$ cat src/rtl/io_bus_pkg.sv
// Shared types and constants for the I/O bus fabric: FSM states, status-page
// register offsets and sticky flag bit positions.
package io_bus_pkg;

  typedef enum logic [1:0] {
    ST_IDLE = 2'd0,
    ST_WAIT = 2'd1,
    ST_DONE = 2'd2
  } state_e;

  localparam logic [3:0] STAT_FLAGS = 4'd0;
  localparam logic [3:0] STAT_ADDR  = 4'd1;
  localparam logic [3:0] STAT_TOCNT = 4'd2;

  localparam int unsigned FLAG_UNMAPPED = 0;
  localparam int unsigned FLAG_TIMEOUT  = 1;

endpackage

$ cat src/rtl/io_bus_fabric_if.sv
// CPU port and peripheral slot bus of the I/O fabric.
// master: the fabric (serves the CPU, drives the slots); slave: CPU and peripherals.
interface io_bus_fabric_if #(
  parameter int unsigned N_SLOTS = 8
);
  logic [15:0]          cpu_addr;
  logic                 cpu_rd;
  logic                 cpu_wr;
  logic [15:0]          cpu_dout;
  logic [15:0]          cpu_din;
  logic                 cpu_stall;

  logic [N_SLOTS-1:0]   slot_cs;
  logic [3:0]           slot_addr;
  logic                 slot_rd;
  logic                 slot_wr;
  logic [15:0]          slot_wdata;
  logic [16*N_SLOTS-1:0] slot_rdata;
  logic [N_SLOTS-1:0]   slot_ack;

  modport master (
    input  cpu_addr, cpu_rd, cpu_wr, cpu_dout,
    output cpu_din, cpu_stall,
    output slot_cs, slot_addr, slot_rd, slot_wr, slot_wdata,
    input  slot_rdata, slot_ack
  );

  modport slave (
    output cpu_addr, cpu_rd, cpu_wr, cpu_dout,
    input  cpu_din, cpu_stall,
    input  slot_cs, slot_addr, slot_rd, slot_wr, slot_wdata,
    output slot_rdata, slot_ack
  );

endinterface

$ cat src/rtl/io_page_decoder.sv
// Combinational page decoder: address page to one-hot slot select, slot hit
// and status-page flag. The status page takes priority over any slot page.
module io_page_decoder #(
  parameter int unsigned N_SLOTS   = 8,
  parameter logic [7:0]  PAGE_BASE = 8'h67,
  parameter logic [7:0]  STAT_PAGE = 8'hFF
) (
  input  logic [7:0]         i_page,
  output logic [N_SLOTS-1:0] o_sel,
  output logic               o_hit,
  output logic               o_stat
);

  logic [7:0] w_off;

  always_comb begin
    w_off  = i_page - PAGE_BASE;
    o_stat = (i_page == STAT_PAGE);
    o_hit  = 1'b0;
    o_sel  = '0;
    for (int unsigned i = 0; i < N_SLOTS; i++) begin
      if (!o_stat && (w_off == 8'(i))) begin
        o_hit    = 1'b1;
        o_sel[i] = 1'b1;
      end
    end
  end

endmodule

$ cat src/rtl/io_bus_fabric.sv
// I/O interconnect between the J1 CPU port and N peripheral slots: page
// decode, stall while a slot works, timeout/unmapped completion and status page.
module io_bus_fabric
  import io_bus_pkg::*;
#(
  parameter int unsigned N_SLOTS    = 8,
  parameter logic [7:0]  PAGE_BASE  = 8'h67,
  parameter logic [7:0]  STAT_PAGE  = 8'hFF,
  parameter int unsigned TIMEOUT    = 15,
  parameter logic [15:0] DEFAULT_RD = 16'h0666
) (
  input  logic            sys_clk_i,
  input  logic            sys_rst_i,
  io_bus_fabric_if.master bus,
  output logic            irq_err
);

  localparam logic [7:0] TO_LIMIT = 8'(TIMEOUT);

  state_e               r_state;
  state_e               w_state_nxt;
  logic [N_SLOTS-1:0]   r_cs;
  logic [15:0]          r_addr;
  logic [3:0]           r_slot_addr;
  logic [15:0]          r_wdata;
  logic                 r_is_rd;
  logic                 r_rd_stb;
  logic                 r_wr_stb;
  logic [7:0]           r_cnt;
  logic [15:0]          r_din;
  logic [1:0]           r_flags;
  logic [15:0]          r_err_addr;
  logic [15:0]          r_tocnt;

  logic [N_SLOTS-1:0]   w_sel;
  logic                 w_hit;
  logic                 w_stat;
  logic                 w_req;
  logic                 w_idle_req;
  logic                 w_ack;
  logic [15:0]          w_rdata;
  logic [7:0]           w_cnt_inc;
  logic                 w_timeout;
  logic [15:0]          w_stat_rd;
  logic [1:0]           w_flag_set;
  logic [1:0]           w_flag_clr;

  io_page_decoder #(
    .N_SLOTS   (N_SLOTS),
    .PAGE_BASE (PAGE_BASE),
    .STAT_PAGE (STAT_PAGE)
  ) u_dec (
    .i_page (bus.cpu_addr[15:8]),
    .o_sel  (w_sel),
    .o_hit  (w_hit),
    .o_stat (w_stat)
  );

  assign w_req      = bus.cpu_rd | bus.cpu_wr;
  assign w_idle_req = (r_state == ST_IDLE) && w_req;

  // r_cs is only non-zero in WAIT, so stray acks and acks outside WAIT drop out here.
  always_comb begin
    w_ack   = 1'b0;
    w_rdata = '0;
    for (int unsigned i = 0; i < N_SLOTS; i++) begin
      if (r_cs[i]) begin
        w_ack   = bus.slot_ack[i];
        w_rdata = bus.slot_rdata[16*i +: 16];
      end
    end
  end

  always_comb begin
    w_state_nxt = r_state;
    w_cnt_inc   = r_cnt + 8'd1;
    w_timeout   = 1'b0;
    case (r_state)
      ST_IDLE: if (w_req) w_state_nxt = w_hit ? ST_WAIT : ST_DONE;
      ST_WAIT: begin
        if (w_ack) begin
          w_state_nxt = ST_DONE;
        end else if (w_cnt_inc == TO_LIMIT) begin
          w_state_nxt = ST_DONE;
          w_timeout   = 1'b1;
        end
      end
      ST_DONE: w_state_nxt = ST_IDLE;
      default: w_state_nxt = ST_IDLE;
    endcase
  end

  always_comb begin
    w_stat_rd = '0;
    case (bus.cpu_addr[3:0])
      STAT_FLAGS: w_stat_rd = {14'b0, r_flags};
      STAT_ADDR:  w_stat_rd = r_err_addr;
      STAT_TOCNT: w_stat_rd = r_tocnt;
      default:    w_stat_rd = '0;
    endcase
  end

  always_comb begin
    w_flag_set                = '0;
    w_flag_set[FLAG_UNMAPPED] = w_idle_req && !w_hit && !w_stat;
    w_flag_set[FLAG_TIMEOUT]  = w_timeout;
    w_flag_clr                = '0;
    if (w_idle_req && w_stat && !bus.cpu_rd && (bus.cpu_addr[3:0] == STAT_FLAGS))
      w_flag_clr = bus.cpu_dout[1:0];
  end

  always_ff @(posedge sys_clk_i or posedge sys_rst_i) begin
    if (sys_rst_i) begin
      r_state     <= ST_IDLE;
      r_cs        <= '0;
      r_addr      <= '0;
      r_slot_addr <= '0;
      r_wdata     <= '0;
      r_is_rd     <= 1'b0;
      r_rd_stb    <= 1'b0;
      r_wr_stb    <= 1'b0;
      r_cnt       <= '0;
      r_din       <= '0;
      r_flags     <= '0;
      r_err_addr  <= '0;
      r_tocnt     <= '0;
    end else begin
      r_state  <= w_state_nxt;
      r_rd_stb <= 1'b0;
      r_wr_stb <= 1'b0;
      // Set is applied after the clear so a simultaneous set always wins.
      r_flags  <= (r_flags & ~w_flag_clr) | w_flag_set;
      case (r_state)
        ST_IDLE: begin
          if (w_req) begin
            if (w_hit) begin
              r_cs        <= w_sel;
              r_addr      <= bus.cpu_addr;
              r_slot_addr <= bus.cpu_addr[3:0];
              r_wdata     <= bus.cpu_dout;
              r_is_rd     <= bus.cpu_rd;
              r_rd_stb    <= bus.cpu_rd;
              r_wr_stb    <= !bus.cpu_rd;
              r_cnt       <= '0;
            end else if (w_stat) begin
              if (bus.cpu_rd) r_din <= w_stat_rd;
            end else begin
              if (bus.cpu_rd) r_din <= DEFAULT_RD;
              r_err_addr <= bus.cpu_addr;
            end
          end
        end
        ST_WAIT: begin
          r_cnt <= w_cnt_inc;
          if (w_ack) begin
            if (r_is_rd) r_din <= w_rdata;
            r_cs <= '0;
          end else if (w_timeout) begin
            if (r_is_rd) r_din <= DEFAULT_RD;
            r_err_addr <= r_addr;
            if (r_tocnt != '1) r_tocnt <= r_tocnt + 16'd1;
            r_cs <= '0;
          end
        end
        default: ;
      endcase
    end
  end

  assign bus.cpu_din    = r_din;
  assign bus.cpu_stall  = (r_state == ST_WAIT) || (w_idle_req && w_hit);
  assign bus.slot_cs    = r_cs;
  assign bus.slot_addr  = r_slot_addr;
  assign bus.slot_rd    = r_rd_stb;
  assign bus.slot_wr    = r_wr_stb;
  assign bus.slot_wdata = r_wdata;
  assign irq_err        = |r_flags;

endmodule

$ cat src/flat_wrapper.sv
// flat-port wrapper written by rule: the top's interface ports become plain ports
module io_bus_fabric_flat import io_bus_pkg::*;
#(
  parameter int unsigned N_SLOTS    = 8,
  parameter logic [7:0]  PAGE_BASE  = 8'h67,
  parameter logic [7:0]  STAT_PAGE  = 8'hFF,
  parameter int unsigned TIMEOUT    = 15,
  parameter logic [15:0] DEFAULT_RD = 16'h0666
)
  (sys_clk_i, sys_rst_i, irq_err, bus_cpu_addr, bus_cpu_rd, bus_cpu_wr, bus_cpu_dout, bus_cpu_din, bus_cpu_stall, bus_slot_cs, bus_slot_addr, bus_slot_rd, bus_slot_wr, bus_slot_wdata, bus_slot_rdata, bus_slot_ack);
  io_bus_fabric_if #(.N_SLOTS(N_SLOTS)) bus_i ();
  input  logic sys_clk_i;
  input  logic sys_rst_i;
  output logic irq_err;
  input wire logic [$bits(bus_i.cpu_addr)-1:0] bus_cpu_addr;
  input wire logic [$bits(bus_i.cpu_rd)-1:0] bus_cpu_rd;
  input wire logic [$bits(bus_i.cpu_wr)-1:0] bus_cpu_wr;
  input wire logic [$bits(bus_i.cpu_dout)-1:0] bus_cpu_dout;
  output wire logic [$bits(bus_i.cpu_din)-1:0] bus_cpu_din;
  output wire logic [$bits(bus_i.cpu_stall)-1:0] bus_cpu_stall;
  output wire logic [$bits(bus_i.slot_cs)-1:0] bus_slot_cs;
  output wire logic [$bits(bus_i.slot_addr)-1:0] bus_slot_addr;
  output wire logic [$bits(bus_i.slot_rd)-1:0] bus_slot_rd;
  output wire logic [$bits(bus_i.slot_wr)-1:0] bus_slot_wr;
  output wire logic [$bits(bus_i.slot_wdata)-1:0] bus_slot_wdata;
  input wire logic [$bits(bus_i.slot_rdata)-1:0] bus_slot_rdata;
  input wire logic [$bits(bus_i.slot_ack)-1:0] bus_slot_ack;
  assign bus_i.cpu_addr = bus_cpu_addr;
  assign bus_i.cpu_rd = bus_cpu_rd;
  assign bus_i.cpu_wr = bus_cpu_wr;
  assign bus_i.cpu_dout = bus_cpu_dout;
  assign bus_cpu_din = bus_i.cpu_din;
  assign bus_cpu_stall = bus_i.cpu_stall;
  assign bus_slot_cs = bus_i.slot_cs;
  assign bus_slot_addr = bus_i.slot_addr;
  assign bus_slot_rd = bus_i.slot_rd;
  assign bus_slot_wr = bus_i.slot_wr;
  assign bus_slot_wdata = bus_i.slot_wdata;
  assign bus_i.slot_rdata = bus_slot_rdata;
  assign bus_i.slot_ack = bus_slot_ack;
  io_bus_fabric #(.N_SLOTS(N_SLOTS), .PAGE_BASE(PAGE_BASE), .STAT_PAGE(STAT_PAGE), .TIMEOUT(TIMEOUT), .DEFAULT_RD(DEFAULT_RD)) u_core (.sys_clk_i(sys_clk_i), .sys_rst_i(sys_rst_i), .bus(bus_i), .irq_err(irq_err));
endmodule
$ cat config.mk
export PLATFORM = sky130hd
export DESIGN_NAME = io_bus_fabric_flat
export DESIGN_NICKNAME = d
export VERILOG_FILES = /design/src/rtl/io_bus_pkg.sv /design/src/rtl/io_bus_fabric_if.sv /design/src/rtl/io_page_decoder.sv /design/src/rtl/io_bus_fabric.sv /design/src/flat_wrapper.sv
export SDC_FILE = /design/constraint.sdc
export NUM_CORES = 1
export LEC_CHECK = 0
export CAP_MARGIN = 5
export CORE_ASPECT_RATIO = 1.4
export CORE_MARGIN = 10
export CORE_UTILIZATION = 35
export CTS_CLUSTER_DIAMETER = 50
export DETAILED_ROUTE_END_ITERATION = 16
export PLACE_DENSITY = 0.65
export SYNTH_ARGS = -nofsm -noshare
export SYNTH_HDL_FRONTEND = slang
export SYNTH_SLANG_ARGS = --single-unit
$ cat constraint.sdc
create_clock -name sys_clk_i -period 3.9 [get_ports sys_clk_i]
set_clock_uncertainty 0.05 [all_clocks]
set_input_delay 0.78 -clock sys_clk_i [delete_from_list [all_inputs] [get_ports sys_clk_i]]
set_output_delay 0.78 -clock sys_clk_i [all_outputs]
set_load 0.03 [all_outputs]
; After elaboration in Yosys (flattened, before gate mapping)
; Cells that the tools add are included.
[totals]
ff_bits = 107
inputBits = 172
out_inout_bits = 48
word_cells = 146
[classes]
add_sub_neg = 3
eq_ne = 23
muxes = 71
bitwise = 5
n_reduce_logical = 31
[ops]
columns = operator, n
row1 = 16-bit 2-to-1 mux, 22
row2 = 16-bit case mux with 2 select lines, 2
row3 = 8-bit 2-to-1 mux, 6
row4 = 16-bit case mux with 3 select lines, 1
row5 = 8-bit by 3-bit equality test with 1-bit output (second input constant), 4
row6 = 1-bit 2-to-1 mux, 32
row7 = 8-bit case mux with 2 select lines, 2
row8 = 16-bit by 1-bit adder with 16-bit output (second input constant), 1
row9 = 8-bit by 2-bit equality test with 1-bit output (second input constant), 2
row10 = 16-bit inequality test (second input constant), 1
row11 = 1-bit logical AND, 15
row12 = 6-bit AND reduction, 2
row13 = 2-bit 2-to-1 mux, 5
row14 = 8-bit by 1-bit adder with 8-bit output (second input constant), 1
row15 = 8-bit by 1-bit equality test with 1-bit output (second input constant), 1
row16 = 8-bit by 4-bit equality test with 1-bit output (second input constant), 1
row17 = 8-bit equality test (second input constant), 1
row18 = 8-bit zero test, 1
row19 = 2-bit by 1-bit inequality test with 1-bit output (second input constant), 4
row20 = 2-bit inequality test (second input constant), 4
row21 = 4-bit AND reduction, 2
row22 = 8-bit by 7-bit subtractor with 8-bit output (second input constant), 1
row23 = 3-bit by 1-bit inequality test with 1-bit output (second input constant), 2
row24 = 3-bit AND reduction, 2
row25 = other kinds (16), 18

; Longest topological paths before layout
; Gate-level depths: netlist (run 1).
[logic_depth]
ltp_word = 15
mapped_depth = 9
ltp_nobuf = 7

; By module
; From an unflattened synthesis (run 1), not the netlist that was laid out.
[hier_totals]
hier_cells = 686
area_unflattened_um2 = 6025.8
[modules_own_cells]
columns = module, n_inst, cells_per_inst, area_each_um2, seq_area_each_um2
row1 = io_bus_fabric, 1, 666, 5885.6, 2577.5
row2 = io_page_decoder, 1, 20, 140.1, 0.0

; Worst setup path before layout (run 1)
; OpenSTA, ideal clock, no wires.
[synth_timing]
kind = input port to flip-flop
start = input port bus_slot_ack[2]
end = register u_core.r_din[0], in the netlist u_core.bus.cpu_din[0]
setup_ns = 0.127
arrival_time_ns = 2.586
required_ns = 3.723
slack_ns = 1.136
stages = 8
path_buffers = 2
cell_sequence = inv_1 > a2111oi_4 > a221oi_4 > or2_1 > buf_2 > a311oi_4 > buf_6 > mux2_1
[synth_between]
elab_chain_cells = 10
elab_cells_between_ends = 12
classes_between = 1 x eq/ne / 10 x mux / 1 x reduce/logical
[synth_rtl]
columns = element, line
row1 = from (decl), flat_wrapper.sv:27  ; input wire logic [$bits(bus_i.slot_ack)-1:0] bus_slot_ack;
row2 = 1-bit 2-to-1 mux * (6 in a row), io_bus_fabric.sv:67  ; if (r_cs[i]) begin
row3 = 1-bit 2-to-1 mux, io_bus_fabric.sv:81  ; if (w_ack) begin
row4 = 1-bit 2-to-1 mux, io_bus_fabric.sv:78  ; case (r_state)
row5 = 3-bit by 1-bit inequality test with 1-bit output (no line), --
row6 = 6-bit AND reduction (no line), --
row7 = to (signal assigned), io_bus_fabric.sv:146  ; if (bus.cpu_rd) r_din <= w_stat_rd;
row8 = to (signal assigned), io_bus_fabric.sv:156  ; if (r_is_rd) r_din <= w_rdata;
row9 = to (decl), io_bus_fabric.sv:30  ; logic [15:0] r_din;
; Every way passes the cells marked *; elsewhere a longest branch is shown, timed or not.
; A chain may end at the register's enable or synchronous reset.

; Worst setup path after layout (run 1)
[layout_timing]
start = input port bus_cpu_addr[8]
end = output port bus_cpu_stall
[layout_between]
elab_chain_cells = 13
elab_cells_between_ends = 29
classes_between = 1 x add/sub / 8 x eq/ne / 8 x mux / 12 x reduce/logical
[layout_rtl]
columns = element, line
row1 = from (decl), flat_wrapper.sv:15  ; input wire logic [$bits(bus_i.cpu_addr)-1:0] bus_cpu_addr;
row2 = 8-bit by 7-bit subtractor with 8-bit output or 8-bit equality test (tied branches), "io_page_decoder.sv:17, io_page_decoder.sv:18"
row3 = 8-bit zero test or 1-bit zero test (tied branches), io_page_decoder.sv:22  ; if (!o_stat && (w_off == 8'(i))) begin
row4 = 1-bit logical AND, io_page_decoder.sv:22
row5 = 1-bit 2-to-1 mux (7 in a row), io_page_decoder.sv:22
row6 = 1-bit 2-to-1 mux *, io_page_decoder.sv:22
row7 = 1-bit logical AND *, io_bus_fabric.sv:171  ; assign bus.cpu_stall = (r_state == ST_WAIT) || (w_idle_req && w_hit);
row8 = 1-bit logical OR *, io_bus_fabric.sv:171
row9 = to (decl), flat_wrapper.sv:20  ; output wire logic [$bits(bus_i.cpu_stall)-1:0] bus_cpu_stall;
; Marked as above.

==> results.md, run 1 <==
* Status: finished, final reports clean
* Worst slew pin tran at 1.133 ns
* Unrepaired setup endpoints after global routing: no
* Grt ovf at 0
* Grt met1 use at a little under a quarter
* Residual DRC at 0
* Maximum VDD drop at 0.2556 mV
* Area leader, netlist: dfrtp_1
* Largest net degree at the start of global routing at 58
* Worst Setup Start Kind: input pin
* Final hold viol count at 0
* I/O pin count at between 200 and 250
* Worst-case clock buffer depth at 2
* Post-synthesis instance area at ~6100 um^2
* P&R area growth vs syn at 44.65%
* Number of buffers created by CTS at 9
* CORE AREA at 16890 um^2
* Maxcap violations at 0
* Iter 0 DRT Violations at 342
* FFs w/ async S/R, synth at 100.0%
* Post-synth top area share at a little over two fifths
* Root buffer cell: clkbuf_16
* Synth warn at 0
* Register area share after synthesis at approximately 43%
* Post-place setup slack at 0.3713 ns
* Post-DP HPWL at about 18000 um
* Remaining antenna violation count at 0
* Clock transition at path regs at roughly 0.06 ns
* Met3 GRT Util at 4.740%
* Setup ws final at ~0.33 ns
* Die ar. at between 20000 and 25000 um^2
* Die X at roughly 130 um
* Net Count, Synth at around 800
* FF+latch count, synth at around 100
* # fillers at 1536
* Met2 Usage GRT at between 30% and 40%
* CTS tree: yes
* Period utilization at between 90% and 100%
* Rows at 56
* Share of layout cells above drive strength 1 at 11.74%
* Total power at 3.496 mW
* Post-Syn Area per Cell at between 9 and 10 um^2
* Slew HR at around 24%
* Layout net count at 996
* Post-DP Area at around 8400 um^2
* I/O Buffers at about 220
* Die Y-Extent at approximately 180 um
* Final min period at about 3.6 ns
* Top cells by area, synth: dfrtp_1 (43%), mux2_2 (7.6%), nand2_1 (5.9%)
* Total Wirelength at ~22000 um
* Pins over their slew limit at 0
* Max H-tree Level at 3
* Layout Cells excl Fill at approximately 1100
* Fin Setup TNS at 0 ns
* Gr busiest metal: met2
* Fmax at ~280 MHz
* Most frequent cells in the layout: clkdlybuf4s50_1 (218), dfrtp_1 (103), nand2_1 (96)
* Hold WC Path Type: reg2reg
* Global-route wire length before repair at 35310 um
* Distinct cell type count after synthesis at 61
* Wire length per cell at between 20 and 25 um
* Crit Path Class: in2out
* Cell area power density at 398.7 nW/um^2
* Placed Cells at roughly 1000
* Post-Route Utilization at between 50% and 60%
* Cell area after layout at between 8000 and 9000 um^2
* Gpl congestion at ~0.93
* Hold Slack at around 0.42 ns
* Post-synth EDFFs at 0
* Pre-Repair DR Iteration Count at 8
* Commonest non-fill, non-tap cell in the layout: clkdlybuf4s50_1
* Worst path required time at roughly 3.1 ns
* Setup Fix Bufs, Post-CTS at 0
* Resized Gates After CTS at 0
* Vias in the first global route at around 6000
* Leakage at between 3 and 4 nW
* Cells after synthesis at 624
* Worst-Skew Late Latency at roughly 0.34 ns
* Initial Util at a little over a third
* DR vias at 5712
* CTS sink cnt at 103
* Main flop type after synthesis: dfrtp_1
* DR vias/cell at 5.394
* Crit path DAT at 2.74 ns
* Crit path capture type: output port
* Worst Path Max Fanout at 11
* GRT Overall Usage at approximately a fifth
* Hold buffers post-CTS at 0
* Initial antenna violation count at 1
* Final setup vio count at 0
==> per-layer routing <==
metal / part of all wire (%) / wire (um)
met5: 0 / 0
met3: 7.5 / 1697
met1: 42 / 9356
met4: 2.0 / 458
met2: 49 / 10980
==> registers in the layout (all words and copies together) (netlist names), 2 cells and up <==
signal,flops
u_core.bus.slot_addr,3
u_core.r_err_addr,16
u_core.r_tocnt,16
u_core.r_cnt,8
u_core.bus.slot_wdata,16
u_core.bus.cpu_din,16
u_core.bus.slot_cs,8
u_core.r_flags,2
u_core.r_addr,13
u_core.r_state,2
==> power by group <==
| group | internal [mW] | total, mW | switching [mW] |
|---|---|---|---|
| Clock | 0.597 | 0.974 | 0.377 |
| Sequential | 1.25 | 1.41 | 0.157 |
| Combinational | 0.574 | 1.12 | 0.542 |
| Total | 2.42 | 3.50 | 1.08 |
==> logic make-up (layout without fill, tap and decap cells) <==
family	Yosys count	count (layout)	share of synthesized area, %
AND/OR/NAND/NOR	206	206	15.86
adder cells (fa/ha/maj)	3	3	0.6194
multiplexers	63	63	12.28
AO/OA/AOI/OAI	158	158	20.40
buffers and inverters	70	272	5.285
other	0	1	0
flip-flops	103	103	42.53
XOR/XNOR	21	21	3.035
==> cells in the mapped netlist (2+ instances only) <==
master / n
buf_4: 4
a21oi_1: 26
a31oi_1: 7
buf_2: 9
nand3_1: 16
a32o_1: 3
o2bb2ai_1: 11
xor2_1: 15
and3_1: 3
nor2_1: 35
or3_1: 3
nand2_1: 96
and2_1: 2
ha_1: 3
nor3_1: 13
a221o_1: 15
xnor2_1: 6
mux2i_1: 2
nand4_1: 5
clkbuf_1: 29
buf_1: 2
mux2_1: 10
dfrtp_1: 103
mux2_4: 10
inv_1: 22
o21ai_0: 17
buf_6: 2
nor2b_1: 13
mux2_2: 41
or2_2: 5
nor2b_4: 2
a221oi_1: 15
nand2b_1: 2
or4_1: 5
o31ai_1: 3
a22oi_1: 11
a22o_1: 11
o22ai_1: 16
o41ai_1: 9
==> worst paths after layout <==
| kind | from | cells past startpoint | endpoint | slack [ns] |
|---|---|---|---|---|
| hold / removal | u_core.r_addr[14] | 1 | u_core.r_addr[14] | 0.42 |
| setup / recovery | bus_cpu_addr[8] | 7 | bus_cpu_stall | 0.33 |
| max in group asynchronous | sys_rst_i | 3 | u_core.r_flags[0] | 2.20 |
| setup reg to reg | u_core.bus.slot_cs[6] | 6 | u_core.bus.cpu_din[1] | 0.88 |
| hold reg to reg | u_core.r_addr[14] | 1 | u_core.r_addr[14] | 0.42 |
| min in group asynchronous | sys_rst_i | 2 | u_core.bus.cpu_din[7] | 0.86 |
==> critical path, cell delays in order <==
cell and delay (ns):
clkdlybuf4s50_1 0.63, nand3_1 0.20, xnor2_1 0.34, a31oi_1 0.12, or2_2 0.40, inv_1 0.13, buf_12 0.12
==> area by class of cell <==
| cell class | instances | area (um^2) | area share [%] |
|---|---|---|---|
| Sequential cell | 103 | 2577 | 29.40 |
| Clock inverter | 3 | 65.06 | 0.7421 |
| Tap cell | 232 | 290.3 | 3.311 |
| Inverter | 23 | 88.84 | 1.013 |
| Clock buffer | 13 | 260.3 | 2.968 |
| Timing Repair Buffer | 233 | 2320 | 26.46 |
| Antenna cell | 1 | 2.502 | 0.02854 |
| Multi-Input combinational cell | 451 | 3163 | 36.08 |
No activity file was read; power rests on OpenSTA's default activity.
==> run 2, diff against run 1 <==
- CORE_UTILIZATION: 35 -> 30
- PLACE_DENSITY: 0.65 -> unset
==> run 2 against run 1 <==
Net effect: routed wire length down 2.3%; sequential power barely moved; final cell count up 1.9%; maximum frequency grew 2.5%; largest cell class unchanged; via count shrank 2.3%; worst hold slack gained 0.00086 ns; die area increased by 14%; global-route usage is 2.9 points lower; total power is 1.9% lower.
==> results.md, run 2 (synthesis results as in run 1) <==
* DR vias at 5581 (was 5712)
* Hold buffers post-CTS at 0 (unchanged)
* Hold EP: u_core.r_addr[14] (unchanged)
* Grt ovf at 0 (unchanged)
* Worst hold start: u_core.r_addr[14] (unchanged)
* Cell area after layout at 8757 um^2 (was 8767 um^2)
* CP max stage delay at 0.62 ns (was 0.63 ns)
* Worst slew pin tran at 1.129 ns (was 1.133 ns)
* Pre-Repair DR Iteration Count at 4 (was 8)
* Vias in the first global route at 5617 (was 5876)
* Crit Path Class: in2out (unchanged)
* Crit path capture type: output port (unchanged)
* CP top delay family: buffers and inverters (unchanged)
* Period utilization at 89.18% (was 91.41%)
* Final hold viol count at 0 (unchanged)
* Remaining antenna violation count at 0 (unchanged)
* Total Wirelength at 21970 um (was 22490 um)
* Post-Route Utilization at 44.13% (was 51.92%)
* Cell area power density at 391.7 nW/um^2 (was 398.7 nW/um^2)
* Largest net degree at the start of global routing at 48 (was 58)
* GRT Overall Usage at 16.07% (was 19.02%)
* Worst Path Max Fanout at 11 (unchanged)
* Die ar. at 26370 um^2 (was 23050 um^2)
* CP max stage cell: clkdlybuf4s50_1 (unchanged)
* Post-DP Area at 8454 um^2 (was 8439 um^2)
* Worst-Skew Late Latency at 0.35 ns (was 0.34 ns)
* Worst-case clock buffer depth at 2 (unchanged)
* Rows at 61 (was 56)
* Hold WC Path Type: reg2reg (unchanged)
* Initial antenna violation count at 1 (unchanged)
* Commonest non-fill, non-tap cell in the layout: clkdlybuf4s50_1 (unchanged)
* Residual DRC at 0 (unchanged)
* Global-route wire length before repair at 33950 um (was 35310 um)
* CTS sink cnt at 103 (unchanged)
* Layout Cells excl Fill at 1079 (was 1059)
* I/O Buffers at 219 (unchanged)
* Iter 0 DRT Violations at 274 (was 342)
* Status: finished, final reports clean (unchanged)
* Most frequent cells in the layout: clkdlybuf4s50_1 (218), dfrtp_1 (103), nand2_1 (96) (unchanged)
* Max H-tree Level at 3 (unchanged)
* WP depth at 7 (unchanged)
* I/O pin count at 220 (unchanged)
* Number of buffers created by CTS at 9 (unchanged)
* Setup Fix Bufs, Post-CTS at 0 (unchanged)
* Final min period at 3.478 ns (was 3.565 ns)
* Pins over their slew limit at 0 (unchanged)
* Gpl congestion at 0.9050 (was 0.9336)
* Die Y-Extent at 188.2 um (was 175.7 um)
* Maxcap violations at 0 (unchanged)
* Fmax at 287.5 MHz (was 280.5 MHz)
* Worst R2R Start: u_core.bus.slot_cs[1] (was u_core.bus.slot_cs[6])
* P&R area growth vs syn at 44.49% (was 44.65%)
* Fin Setup TNS at 0 ns (unchanged)
* Root buffer cell: clkbuf_16 (unchanged)
* DR vias/cell at 5.172 (was 5.394)
* Post-DP HPWL at 17290 um (was 17630 um)
* Die X at 140.1 um (was 131.2 um)
* Placed Cells at 1062 (was 1042)
* Unrepaired setup endpoints after global routing: no (unchanged)
* CP Cell Sequence: clkdlybuf4s50_1 > nand3_1 > xnor2_1 > a31oi_1 > or2_2 > inv_1 > buf_4 (was clkdlybuf4s50_1 > nand3_1 > xnor2_1 > a31oi_1 > or2_2 > inv_1 > buf_12)
* Worst path required time at 3.07 ns (about the same)
* Clock transition at path regs at 0.06 ns (about the same)
* Leakage at 3.620 nW (was 3.646 nW)
* Slew HR at 24.55% (was 24.29%)
* Reg2reg setup slack at 1.24 ns (was 0.88 ns)
* Buffers and inverters on the worst path at 3 (unchanged)
* Hold Slack at 0.4224 ns (was 0.4215 ns)
* Crit path DAT at 2.65 ns (was 2.74 ns)
* Hold path cells at 1 (unchanged)
* Maximum VDD drop at 0.2276 mV (was 0.2556 mV)
* Initial Util at 30.54% (was 35.89%)
* Worst Setup Start Kind: input pin (unchanged)
* Resized Gates After CTS at 0 (unchanged)
* Final setup vio count at 0 (unchanged)
* Worst r2r dst: u_core.r_err_addr[13] (was u_core.bus.cpu_din[1])
* Worst Reg-to-Reg Cells at 7 (was 6)
* CORE AREA at 19840 um^2 (was 16890 um^2)
* Layout net count at 996 (unchanged)
* Wire length per cell at 20.36 um (was 21.24 um)
* CTS tree: yes (unchanged)
* Share of layout cells above drive strength 1 at 11.99% (was 11.74%)
==> run 2: cell count changes in the layout (fill, tap and decap cells not counted), sizes merged <==
| cell | previous run | this run |
|---|---|---|
| clkbuf | 13 | 11 |
| bufinv | 2 | 1 |
| clkinvlp | 0 | 3 |
==> run 2: layer usage <==
layer	global-route usage (%)	part of all wire [%]	up-vias
li1	-	-	2667
met1	20.36	44	2722
met2	26.66	49	175
met3	3.875	6.5	17
met4	4.220	1.3	0
met5	0	0	-
==> run 2: power by group <==
| part | switching [mW] | internal [mW] | total [mW] | leakage, nW |
|---|---|---|---|---|
| registers | 0.155 | 1.25 | 1.40 | 1.30 |
| logic | 0.540 | 0.574 | 1.11 | 2.18 |
| clock network | 0.399 | 0.515 | 0.913 | 0.138 |
==> run 2: per-stage QoR <==
stage	setup WS, ns	power [mW]
finish	0.4220	3.430
global route	0.2244	3.610
CTS	0.4159	3.460
detailed placement	0.4157	2.535
global placement	0.4848	2.517
floorplan	0.3662	2.060
==> run 2: worst max-delay path by stage <==
stage / startpoint / end / slack [ns]
after floorplan: sys_rst_i / u_core.bus.cpu_din[0] / 0.37
after global placement: bus_cpu_addr[9] / bus_cpu_stall / 0.48
after detailed placement: bus_cpu_addr[8] / bus_cpu_stall / 0.42
after CTS: bus_cpu_addr[8] / bus_cpu_stall / 0.42
after global routing: bus_cpu_addr[8] / bus_cpu_stall / 0.22
final: bus_cpu_addr[9] / bus_cpu_stall / 0.42
==> run 2: layout make-up <==
type	instances	area (um^2)
multi-input cells	451	3166
clock buffers	11	242.7
flip-flops and latches	103	2577
inverters	23	88.84
fillers	1963	11090
well taps	252	315.3
repair buffers	233	2307
clock inverters	5	57.56
diodes	1	2.502
==> run 2: worst register-to-register path: cells and delay by family, from the launching register on <==
kind,cells,cell delay [ns]
flip-flops,1,0.41
buffers and inverters,2,0.53
multiplexers,1,0.38
AO/OA/AOI/OAI,4,1.18
